--- src/rtl/mem_stage_pkg.sv ---
// Shared types for the memory access stage.
//   exc_cause_t : exception cause reported alongside valid_M/exc_M
//   mem_state_t : control state of the stage (IDLE, ACCESS, DONE)
package mem_stage_pkg;

    localparam int unsigned XLEN            = 64;
    localparam int unsigned TIMEOUT_DEFAULT = 16;

    typedef enum logic [1:0] {
        EXC_NONE     = 2'd0,
        EXC_MISALIGN = 2'd1,
        EXC_BUS_ERR  = 2'd2,
        EXC_TIMEOUT  = 2'd3
    } exc_cause_t;

    typedef enum logic [1:0] {
        IDLE   = 2'd0,
        ACCESS = 2'd1,
        DONE   = 2'd2
    } mem_state_t;

    // A doubleword access must sit on an 8-byte boundary.
    function automatic logic dword_misaligned(input logic [2:0] low_bits);
        return low_bits != 3'b000;
    endfunction

endpackage

--- src/rtl/mem_timeout_counter.sv ---
// Counts request cycles without dmem_ready and flags the last allowed one.
// Ports:
//   clk, reset  : clock, asynchronous active-low reset
//   clr         : return the count to zero
//   en          : advance the count by one
//   expired     : count has reached TIMEOUT-1
module mem_timeout_counter
    import mem_stage_pkg::*;
#(
    parameter int unsigned TIMEOUT = TIMEOUT_DEFAULT
) (
    input  logic clk,
    input  logic reset,
    input  logic clr,
    input  logic en,
    output logic expired
);

    localparam int unsigned CW = $clog2(TIMEOUT);

    logic [CW-1:0] count;

    // Wait-cycle counter, cleared whenever no access is pending.
    always_ff @(posedge clk or negedge reset) begin
        if (!reset) begin
            count <= '0;
        end else if (clr) begin
            count <= '0;
        end else if (en) begin
            count <= count + CW'(1);
        end
    end

    assign expired = (count == CW'(TIMEOUT - 1));

endmodule

--- src/rtl/memory_access_stage.sv ---
// Memory stage: one doubleword load/store per instruction over a req/ready
// handshake, branch resolution and memory exception reporting.
// Ports:
//   clk, reset                      : clock, asynchronous active-low reset
//   valid_in, MemRead, MemWrite,
//   Branch, zero_E, aluResult_E,
//   writeData_E, PCBranch_E         : instruction from execute
//   dmem_req/we/addr/wdata          : request to data memory
//   dmem_ready/rdata/err            : response from data memory
//   stall_M                         : upstream must hold its outputs
//   valid_M, readData_M, aluResult_M,
//   PCBranch_M, PCSrc_M, exc_M,
//   exc_cause_M                     : results, qualified by valid_M
// Build option: define MEM_ALIGN_CHECK_EN to reject misaligned memory ops
// with EXC_MISALIGN instead of sending them to memory.
module memory_access_stage
    import mem_stage_pkg::*;
#(
    parameter int unsigned N       = XLEN,
    parameter int unsigned TIMEOUT = TIMEOUT_DEFAULT
) (
    input  logic         clk,
    input  logic         reset,
    input  logic         valid_in,
    input  logic         MemRead,
    input  logic         MemWrite,
    input  logic         Branch,
    input  logic         zero_E,
    input  logic [N-1:0] aluResult_E,
    input  logic [N-1:0] writeData_E,
    input  logic [N-1:0] PCBranch_E,
    output logic         dmem_req,
    output logic         dmem_we,
    output logic [N-1:0] dmem_addr,
    output logic [N-1:0] dmem_wdata,
    input  logic         dmem_ready,
    input  logic [N-1:0] dmem_rdata,
    input  logic         dmem_err,
    output logic         stall_M,
    output logic         valid_M,
    output logic [N-1:0] readData_M,
    output logic [N-1:0] aluResult_M,
    output logic [N-1:0] PCBranch_M,
    output logic         PCSrc_M,
    output logic         exc_M,
    output exc_cause_t   exc_cause_M
);

    mem_state_t   state;
    logic         we_q;
    logic         pcsrc_q;
    logic [N-1:0] addr_q;
    logic [N-1:0] wdata_q;

    logic mem_op;
    logic misaligned;
    logic accept_mem;
    logic expired;

    assign mem_op = MemRead | MemWrite;

`ifdef MEM_ALIGN_CHECK_EN
    assign misaligned = mem_op & dword_misaligned(aluResult_E[2:0]);
`else
    assign misaligned = 1'b0;
`endif

    assign accept_mem = (state == IDLE) & valid_in & mem_op & ~misaligned;

    // Stall covers the accepting cycle and every request cycle; DONE releases upstream.
    assign stall_M = accept_mem | (state == ACCESS);

    // Request lines come straight from state and latches so reset drops them at once.
    assign dmem_req   = (state == ACCESS);
    assign dmem_we    = (state == ACCESS) & we_q;
    assign dmem_addr  = addr_q;
    assign dmem_wdata = wdata_q;

    mem_timeout_counter #(
        .TIMEOUT (TIMEOUT)
    ) u_timeout (
        .clk     (clk),
        .reset   (reset),
        .clr     (state != ACCESS),
        .en      ((state == ACCESS) & ~dmem_ready),
        .expired (expired)
    );

    // Control state, request latches and registered results.
    always_ff @(posedge clk or negedge reset) begin
        if (!reset) begin
            state       <= IDLE;
            we_q        <= 1'b0;
            pcsrc_q     <= 1'b0;
            addr_q      <= '0;
            wdata_q     <= '0;
            valid_M     <= 1'b0;
            readData_M  <= '0;
            aluResult_M <= '0;
            PCBranch_M  <= '0;
            PCSrc_M     <= 1'b0;
            exc_M       <= 1'b0;
            exc_cause_M <= EXC_NONE;
        end else begin
            valid_M     <= 1'b0;
            exc_M       <= 1'b0;
            exc_cause_M <= EXC_NONE;
            case (state)
                IDLE: begin
                    if (valid_in) begin
                        aluResult_M <= aluResult_E;
                        PCBranch_M  <= PCBranch_E;
                        readData_M  <= '0;
                        if (!mem_op) begin
                            valid_M <= 1'b1;
                            PCSrc_M <= Branch & zero_E;
                        end else if (misaligned) begin
                            valid_M     <= 1'b1;
                            exc_M       <= 1'b1;
                            exc_cause_M <= EXC_MISALIGN;
                            PCSrc_M     <= 1'b0;
                        end else begin
                            // Load wins when both MemRead and MemWrite are set.
                            we_q    <= MemWrite & ~MemRead;
                            addr_q  <= aluResult_E;
                            wdata_q <= writeData_E;
                            pcsrc_q <= Branch & zero_E;
                            state   <= ACCESS;
                        end
                    end
                end
                ACCESS: begin
                    // Ready takes priority over a timeout in the same cycle.
                    if (dmem_ready) begin
                        readData_M  <= we_q ? '0 : dmem_rdata;
                        exc_M       <= dmem_err;
                        exc_cause_M <= dmem_err ? EXC_BUS_ERR : EXC_NONE;
                        PCSrc_M     <= pcsrc_q & ~dmem_err;
                        valid_M     <= 1'b1;
                        state       <= DONE;
                    end else if (expired) begin
                        readData_M  <= '0;
                        exc_M       <= 1'b1;
                        exc_cause_M <= EXC_TIMEOUT;
                        PCSrc_M     <= 1'b0;
                        valid_M     <= 1'b1;
                        state       <= DONE;
                    end
                end
                DONE: begin
                    state <= IDLE;
                end
                default: begin
                    state <= IDLE;
                end
            endcase
        end
    end

endmodule

--- config.mk ---
export PLATFORM = sky130hd
export DESIGN_NAME = memory_access_stage
export DESIGN_NICKNAME = d
export VERILOG_FILES = /design/src/rtl/mem_stage_pkg.sv /design/src/rtl/mem_timeout_counter.sv /design/src/rtl/memory_access_stage.sv
export SDC_FILE = /design/constraint.sdc
export NUM_CORES = 1
export LEC_CHECK = 0
export ABC_AREA = 1
export BUFFER_PORTS_ARGS = -buffer_cell sky130_fd_sc_hd__buf_2
export CORE_AREA = 4 4 227 229
export CTS_BUF_LIST = sky130_fd_sc_hd__clkbuf_4 sky130_fd_sc_hd__clkbuf_8
export CTS_CLUSTER_DIAMETER = 60
export CTS_CLUSTER_SIZE = 30
export DETAILED_ROUTE_END_ITERATION = 8
export DIE_AREA = 0 0 231 233
export PLACE_DENSITY_LB_ADDON = 0.05
export SLEW_MARGIN = 20
export SYNTH_ARGS = -nofsm -noshare
export SYNTH_HDL_FRONTEND = slang
export SYNTH_SLANG_ARGS = --single-unit
--- constraint.sdc ---
create_clock -name clk -period 2.5 [get_ports clk]
set_input_delay 0.375 -clock clk [delete_from_list [all_inputs] [get_ports clk]]
set_output_delay 0.375 -clock clk [all_outputs]
set_load 0.03 [all_outputs]
Word-level counts from Yosys, hierarchy flattened. Cells that the tools add are included.

Logic and storage cells: 69. Output and inout port bits: 328. Flip-flop bits (word level): 333. Bits of input ports: 265.

Add/sub/neg operators: 1. Reductions and logical operators: 8. Bitwise gates (word level): 12. Equality and inequality tests: 7. Muxes and demuxes: 28.

Operator list (count): 2-to-1 mux 64 bit (4); one-hot mux 64 bit (2 select lines) (1); 2-to-1 mux 2 bit (8); 2-to-1 mux 1 bit (10); AND reduction 3 bit (3); 2-to-1 mux 4 bit (2); bitwise AND 1 bit (7); != test 2 bit (second input constant) (3); adder 4 x 1 -> 4 bit (second input constant) (1); equality test 4 bit (second input constant) (1); one-hot mux 1 bit (2 select lines) (2); one-hot mux 2 bit (2 select lines) (1); AND reduction 4 bit (1); nonzero test 2 bit (2); != test 3 x 1 -> 1 bit (second input constant) (1); NOT 1 bit (3); equality test 2 x 1 -> 1 bit (second input constant) (1); logical NOT 2 bit (1); != test 2 x 1 -> 1 bit (second input constant) (1); OR 1 bit (2); AND reduction 2 bit (1).

Logic depth before layout (Yosys ltp). Gate-level depths: netlist of run 1.

Depth after elaboration: 4. Depth in mapped cells: 8.

Cells and area by module. A second synthesis of run 1 with hierarchy kept.

Cell total of the unflattened synthesis: 1367. Area total of the unflattened synthesis: 12637.1 um2.

Modules (own cells, without submodules): memory_access_stage (cells each 1341, times used 1, area an instance 12425.7 um2); mem_timeout_counter (cells each 26, times used 1, area an instance 211.5 um2).

Least setup slack after synthesis of run 1. No wires, ideal clock.

Path type: register to output. From: register state[0]. To: output port stall_M. Path buffers: 2. Slack: 0.889 ns. Cell stages (with the launch flop): 6. Arrival: 1.236 ns. Data required time: 2.125 ns. Cells stage by stage: dfrtp_1 -> nor2_2 -> nand2_2 -> buf_4 -> buf_2 -> nand2_1.

Word-level cells in the longest chain between the ends: 4.

RTL lines: from (decl) (line memory_access_stage.sv:49) `mem_state_t state;`; from (signal assigned) (line memory_access_stage.sv:92) `state <= IDLE;`; from (signal assigned) (line memory_access_stage.sv:128) `state <= ACCESS;`; from (signal assigned) (line memory_access_stage.sv:140) `state <= DONE;`; logical NOT 2 bit (line memory_access_stage.sv:68) `assign accept_mem = (state == IDLE) & valid_in & mem_op & ~misaligned;`; bitwise AND 1 bit (2 in a row) (line memory_access_stage.sv:68); OR 1 bit (*) (line memory_access_stage.sv:71) `assign stall_M = accept_mem | (state == ACCESS);`; to (decl) (line memory_access_stage.sv:39) `output logic stall_M,`.

Mark *: on every way between the ends. The rest lies on a longest branch, timed or not.

Worst setup path in the final report of run 1. Ends and elaborated chain as after synthesis.

==> reports/qor.yml, run 1 <==
die_area_um2: 53820
crit_chain: "nor2_2 -> nand2_8 -> nand2_1 -> buf_2"
grt_pass1_vias: 12169
yosysWarnings: 0
cts.sinks: 332
endpoint: "stall_M"
crit_path_start_kind: "flop"
synth_xor_area_share_pct: 0
hold_path_class: "in -> reg"
synthMuxAreaShare_pct: 0
syn_to_final_growth_pct: 55.86
first_pass_iters: 5
cap_violations: 0
rsz0062_at_grt: "no"
whs_ps: 67.09
synthesis.area_um2: 12560
cp.arrival_ps: 1930
syn_inst: 1359
fin_crit_ps: 2308
p_leak_nw: 10.95
seqPwrFrac_pct: 38.6
fmax_mhz: 433.2
avgSynthCellArea_um2: 9.245
finalPower_mw: 19.97
finalSetupTns_ps: 0
clk_pin_slew_ps: 90
cts_tree: "yes"
pwr-share-clk_pct: 21.9
p_int_mw: 11.25
r2r-start: "u_timeout.count[0]$_DFFE_PN0P_"
r2r_setup_slack_ps: 680
wl_per_cell_um: 16.75
worst_slack_ps: 191.8
startpoint: "state[0]$_DFFE_PN0P_"
antenna_found_initial: 4
synth-seq-cells: 332
swShare_pct: 43.66
ys_seq_area_share_pct: 66.12
synth-simple-area-share_pct: 22.91
drv_slew: 0
grt_pass1_wl_um: 72260
numCtsBuffers: 36
finalSetupViolCount: 0
worst_pin_slew_ps: 803.5
cts_buffer_depth: 3
syn_nets: 1625
track_usage_pct: 17.20
hold_viol_final: 0
synth_compound_area_share_pct: 5.377
h-tree-depth: 2
num_vias: 11726
ant_nets: 0
cp-end-kind: "primary output"
power_frac_comb_pct: 39.5
r2r-end: "readData_M[30]$_DFFE_PN0P_"
wirelength_um: 48310
dp_hpwl_um: 34020
crit_slowest_cell: "dfrtp_1"
worstPathMaxFanout: 22
nNetsFinal: 2451
fin_skew_ps: 22.86
period_share_pct: 92.33
crit_type: "reg -> out"
route.detailed.drc: 0
power_switching_mw: 8.718
vias_per_cell: 4.066
pre_cts_slack_ps: 574.0
worst-path-buf-inv: 1
initial_core_util_pct: 25.30
synth_top_family_by_area: "simple AND/OR/NAND/NOR gates"
core-area_um2: 49660
num_rows: 82
drt_iter0_markers: 645
clock-root-buffer: "clkbuf_8"
fp.dieH_um: 233
timing.slew.headroom_pct: 46.43
die_w_um: 231
status: "finished, final reports clean"
grt_max_degree: 143
cp_top_family: "simple AND/OR/NAND/NOR gates"
grt.overflow.total: 0
worstRegToRegCells: 6
layout-drive-gt1-share_pct: 31.36
port_buffers: 592
ir_drop_v: 0.0004398
cts_setup_buffers: 0
ios: 593
path_depth: 4
routabilityCongestion: 0.7896
critPathMaxStageDelay_ps: 440
synthAdderAreaFrac_pct: 0.09958
required_ps: 2120
cellPowerDensity_nw_per_um2: 1020
final_core_util_pct: 39.44
synth_cell_type_count: 21
clock_latency_ps: 590
-- Yosys cell counts, drive strengths merged --
cell type  count  area share [%]
inv           75             2.2
dfrtp        332              66
nand3b         1           0.060
buf           56             2.8
nand2        728              22
clkbuf        13            0.40
nand3          7            0.32
nor2          11            0.47
a21oi          2           0.080
ha             1            0.10
o21ai        133             5.3
-- per-layer routing --
layer  share of wire [%]  wire, µm  GRT usage (%)
met5               0.027        13              0
met4                 3.6      1739          7.179
met3                 7.4      3575          5.362
met2                  49     23510          28.45
met1                  40     19480          20.84
-- sequential cells by signal, summed over array words and instances (netlist names) --
name,count
dmem_wdata,64
dmem_addr,64
valid_M,1
state,2
aluResult_M,64
pcsrc_q,1
we_q,1
exc_M,1
readData_M,64
u_timeout.count,4
PCSrc_M,1
exc_cause_M,1
PCBranch_M,64
-- logic make-up after synthesis --
group                      after synthesis
DFF                                    332
adders and majority gates                1
AOI/OAI and AO/OA                      135
buffers and inverters                  144
and+or+nand+nor                        747
-- stage by stage --
stage	instances	instance area, µm²
5_1_grt	2884	19580
3_3_place_gp	2570	16220
4_1_cts	2882	19580
2_1_floorplan	1359	12560
6_report	2884	19580
3_5_place_dp	2570	16220
-- worst min-delay path by stage --
stage | cells past startpoint | slack (ps) | to | start
final | 3 | 70 | dmem_addr[58]$_DFFE_PN0P_ | aluResult_E[58]
after global placement | 2 | 420 | readData_M[55]$_DFFE_PN0P_ | reset
after CTS | 3 | 0.9 | aluResult_M[52]$_DFFE_PN0P_ | aluResult_E[52]
after global routing | 3 | 30 | aluResult_M[52]$_DFFE_PN0P_ | aluResult_E[52]
after floorplan | 0 | 80 | PCBranch_M[0]$_DFFE_PN0P_ | reset
after detailed placement | 2 | 410 | pcsrc_q$_DFFE_PN0P_ | reset
-- worst reg2reg max path: stages, from the launching register on --
cell and delay [ps]:
dfrtp_1 410, ha_1 230, nand3_1 140, nand3_2 110, nand2_4 570, nand2_1 190, nand2_1 90
-- power by group through the flow --
stage / Combinational [mW] / Sequential [mW] / Clock (mW)
global placement: 7.72 / 7.80 / 0
CTS: 8.05 / 7.72 / 4.58
finish: 7.89 / 7.71 / 4.37
detailed placement: 7.72 / 7.79 / 0
global route: 8.51 / 7.91 / 4.78
floorplan: 1.75 / 10.9 / 0
-- layout make-up --
cell class / instances / area [µm²]
Multi-Input combinational cell: 883 / 3588
Timing Repair Buffer: 857 / 5698
Inverter: 75 / 281.5
Sequential cell: 332 / 8308
Clock buffer: 45 / 600.6
Clock inverter: 18 / 260.3
Tap cell: 672 / 840.8
Fill cell: 5192 / 30080
Antenna cell: 2 / 5.005
-- cell usage in the layout, fill, tap and decap left out --
master,instances
nand2_4,2
bufinv_16,5
inv_2,3
inv_6,6
buf_4,7
buf_2,591
clkbuf_4,3
nand3b_1,1
o21ai_0,132
buf_8,1
dlygate4sd3_1,249
nand3_1,6
nand2_1,713
nor2_1,8
nand2_8,1
ha_1,1
o21ai_1,1
clkbuf_8,42
clkinv_4,4
inv_1,72
nor2_4,2
clkinvlp_4,3
diode_2,2
nand3_2,1
nand2_2,12
a21oi_1,2
buf_12,9
nor2_2,1
dfrtp_1,332
-- timing repair --
action,in CTS,in global routing
gates resized for setup,0,0
hold endpoints to repair,535,0
hold buffers,249,0
Note: power is estimated with default switching activity, not from simulation.
==> run 2: changes to the inputs <==
==> constraint.sdc (replaced) <==
create_clock -name clk -period 2.5 [get_ports clk]
set_input_delay 0.25 -clock clk [delete_from_list [all_inputs] [get_ports clk]]
set_output_delay 0.25 -clock clk [all_outputs]
set_load 0.03 [all_outputs]
==> reports/qor.yml, run 2 (synthesis gave the netlist of run 1 again) <==
die_area_um2: 53820
wl_per_cell_um: 16.69
cts_setup_buffers: 0
cts_buffer_depth: 3
finalSetupTns_ps: 0
first_pass_iters: 4
die_w_um: 231
ir_drop_v: 0.0004658
cp.arrival_ps: 1970
worst_slack_ps: 276.6
p_leak_nw: 11.05
wl_met3_um: 3667
initial_core_util_pct: 25.30
grt_pass1_wl_um: 73040
drv_slew: 0
cts_hold_buf: 263
fp.dieH_um: 233
h-tree-depth: 2
num_vias: 11680
routabilityCongestion: 0.7688
antenna_found_initial: 3
fmax_mhz: 449.8
ios: 593
num_rows: 82
wirelength_um: 48460
cts.sinks: 332
layout_common_cells: "nand2_1, buf_2, dfrtp_1"
crit_type: "reg -> out"
period_share_pct: 88.94
cap_violations: 0
required_ps: 2250
wl_met2_um: 23720
layout_commonest_cell: "nand2_1"
dp_hpwl_um: 34540
hold_path_class: "in -> reg"
routed.top_layer: "met5"
fillers: 5132
grt_max_degree: 143
syn_to_final_growth_pct: 57.66
finalSetupViolCount: 0
layout-drive-gt1-share_pct: 31.38
clk_pin_slew_ps: 80
vias_per_cell: 4.022
status: "finished, final reports clean"
post_cts_resized: 0
nNetsFinal: 2469
grt.overflow.total: 0
fin_skew_ps: 17.45
crit_path_start_kind: "flop"
track_usage_pct: 17.34
pre_cts_slack_ps: 639.9
route.detailed.drc: 0
fin_crit_ps: 2223
m1WireLength_um: 19570
ant_nets: 0
drt_iter0_markers: 683
worstPathMaxFanout: 46
worst_pin_slew_ps: 656.2
cellPowerDensity_nw_per_um2: 1018
cts_tree: "yes"
clock_latency_ps: 600
core-area_um2: 49660
rsz0062_at_grt: "no"
port_buffers: 592
numCtsBuffers: 37
hold_viol_final: 0
cp-end-kind: "primary output"
timing.slew.headroom_pct: 56.25
grt_pass1_vias: 12260
clock-root-buffer: "clkbuf_8"
## run 2: routing by layer
layer | global-route usage (%) | vias up
met5 | 0 | -
met4 | 6.239 | 4
met3 | 5.497 | 75
met2 | 29.14 | 381
met1 | 20.98 | 5397
li1 | - | 5823
## run 2: worst paths after layout
path                                                 start                    endpoint  slack (ps)  cells after the start
worst max-delay path                  state[0]$_DFFE_PN0P_                     stall_M         280                      4
worst min-delay path                              dmem_err         PCSrc_M$_DFFE_PN0P_          60                      6
worst max register to register        state[0]$_DFFE_PN0P_            we_q$_DFFE_PN0P_         510                      6
worst min register to register  readData_M[28]$_DFFE_PN0P_  readData_M[28]$_DFFE_PN0P_         470                      2
max in group asynchronous                            reset  dmem_wdata[57]$_DFFE_PN0P_        1450                      3
min in group asynchronous                            reset  readData_M[45]$_DFFE_PN0P_         180                      2
## run 2: area by class of cell
| class | instances | area [µm²] | share of cell area [%] |
|---|---|---|---|
| tap | 672 | 840.8 | 4.245 |
| inverter | 75 | 281.5 | 1.421 |
| clock buffer | 40 | 550.5 | 2.779 |
| timing repair buffer | 874 | 5873 | 29.65 |
| multi-input combinational | 883 | 3588 | 18.12 |
| antenna | 1 | 2.502 | 0.01263 |
| clock inverter | 27 | 364.1 | 1.838 |
| sequential | 332 | 8308 | 41.94 |
## run 2: where the power goes
part	switching, mW	total (mW)	internal [mW]	leakage [nW]
clock	2.22	4.51	2.29	0.452
combinational	5.73	7.94	2.22	6.41
sequential	0.820	7.71	6.89	4.19
total	8.76	20.2	11.4	11.1
## run 2: per-stage QoR
| step | power [mW] | hold WS (ps) | util [%] | cells | instance area (µm²) |
|---|---|---|---|---|---|
| 3_3_place_gp | 15.53 | 241.4 | 32.74 | 2573 | 16260 |
| 2_1_floorplan | 12.60 | -45.59 | - | 1359 | 12560 |
| 6_report | 20.16 | 57.13 | 39.89 | 2904 | 19810 |
| 4_1_cts | 20.57 | 2.175 | 39.89 | 2903 | 19810 |
| 3_5_place_dp | 15.56 | 240.9 | 32.74 | 2573 | 16260 |
| 5_1_grt | 21.40 | 95.55 | 39.89 | 2904 | 19810 |
## run 2: critical path, cell delays in order (launching register included)
cell     delay [ps]
dfrtp_1         440
nor2_2          330
nand2_8         260
nand2_1         130
buf_2           220
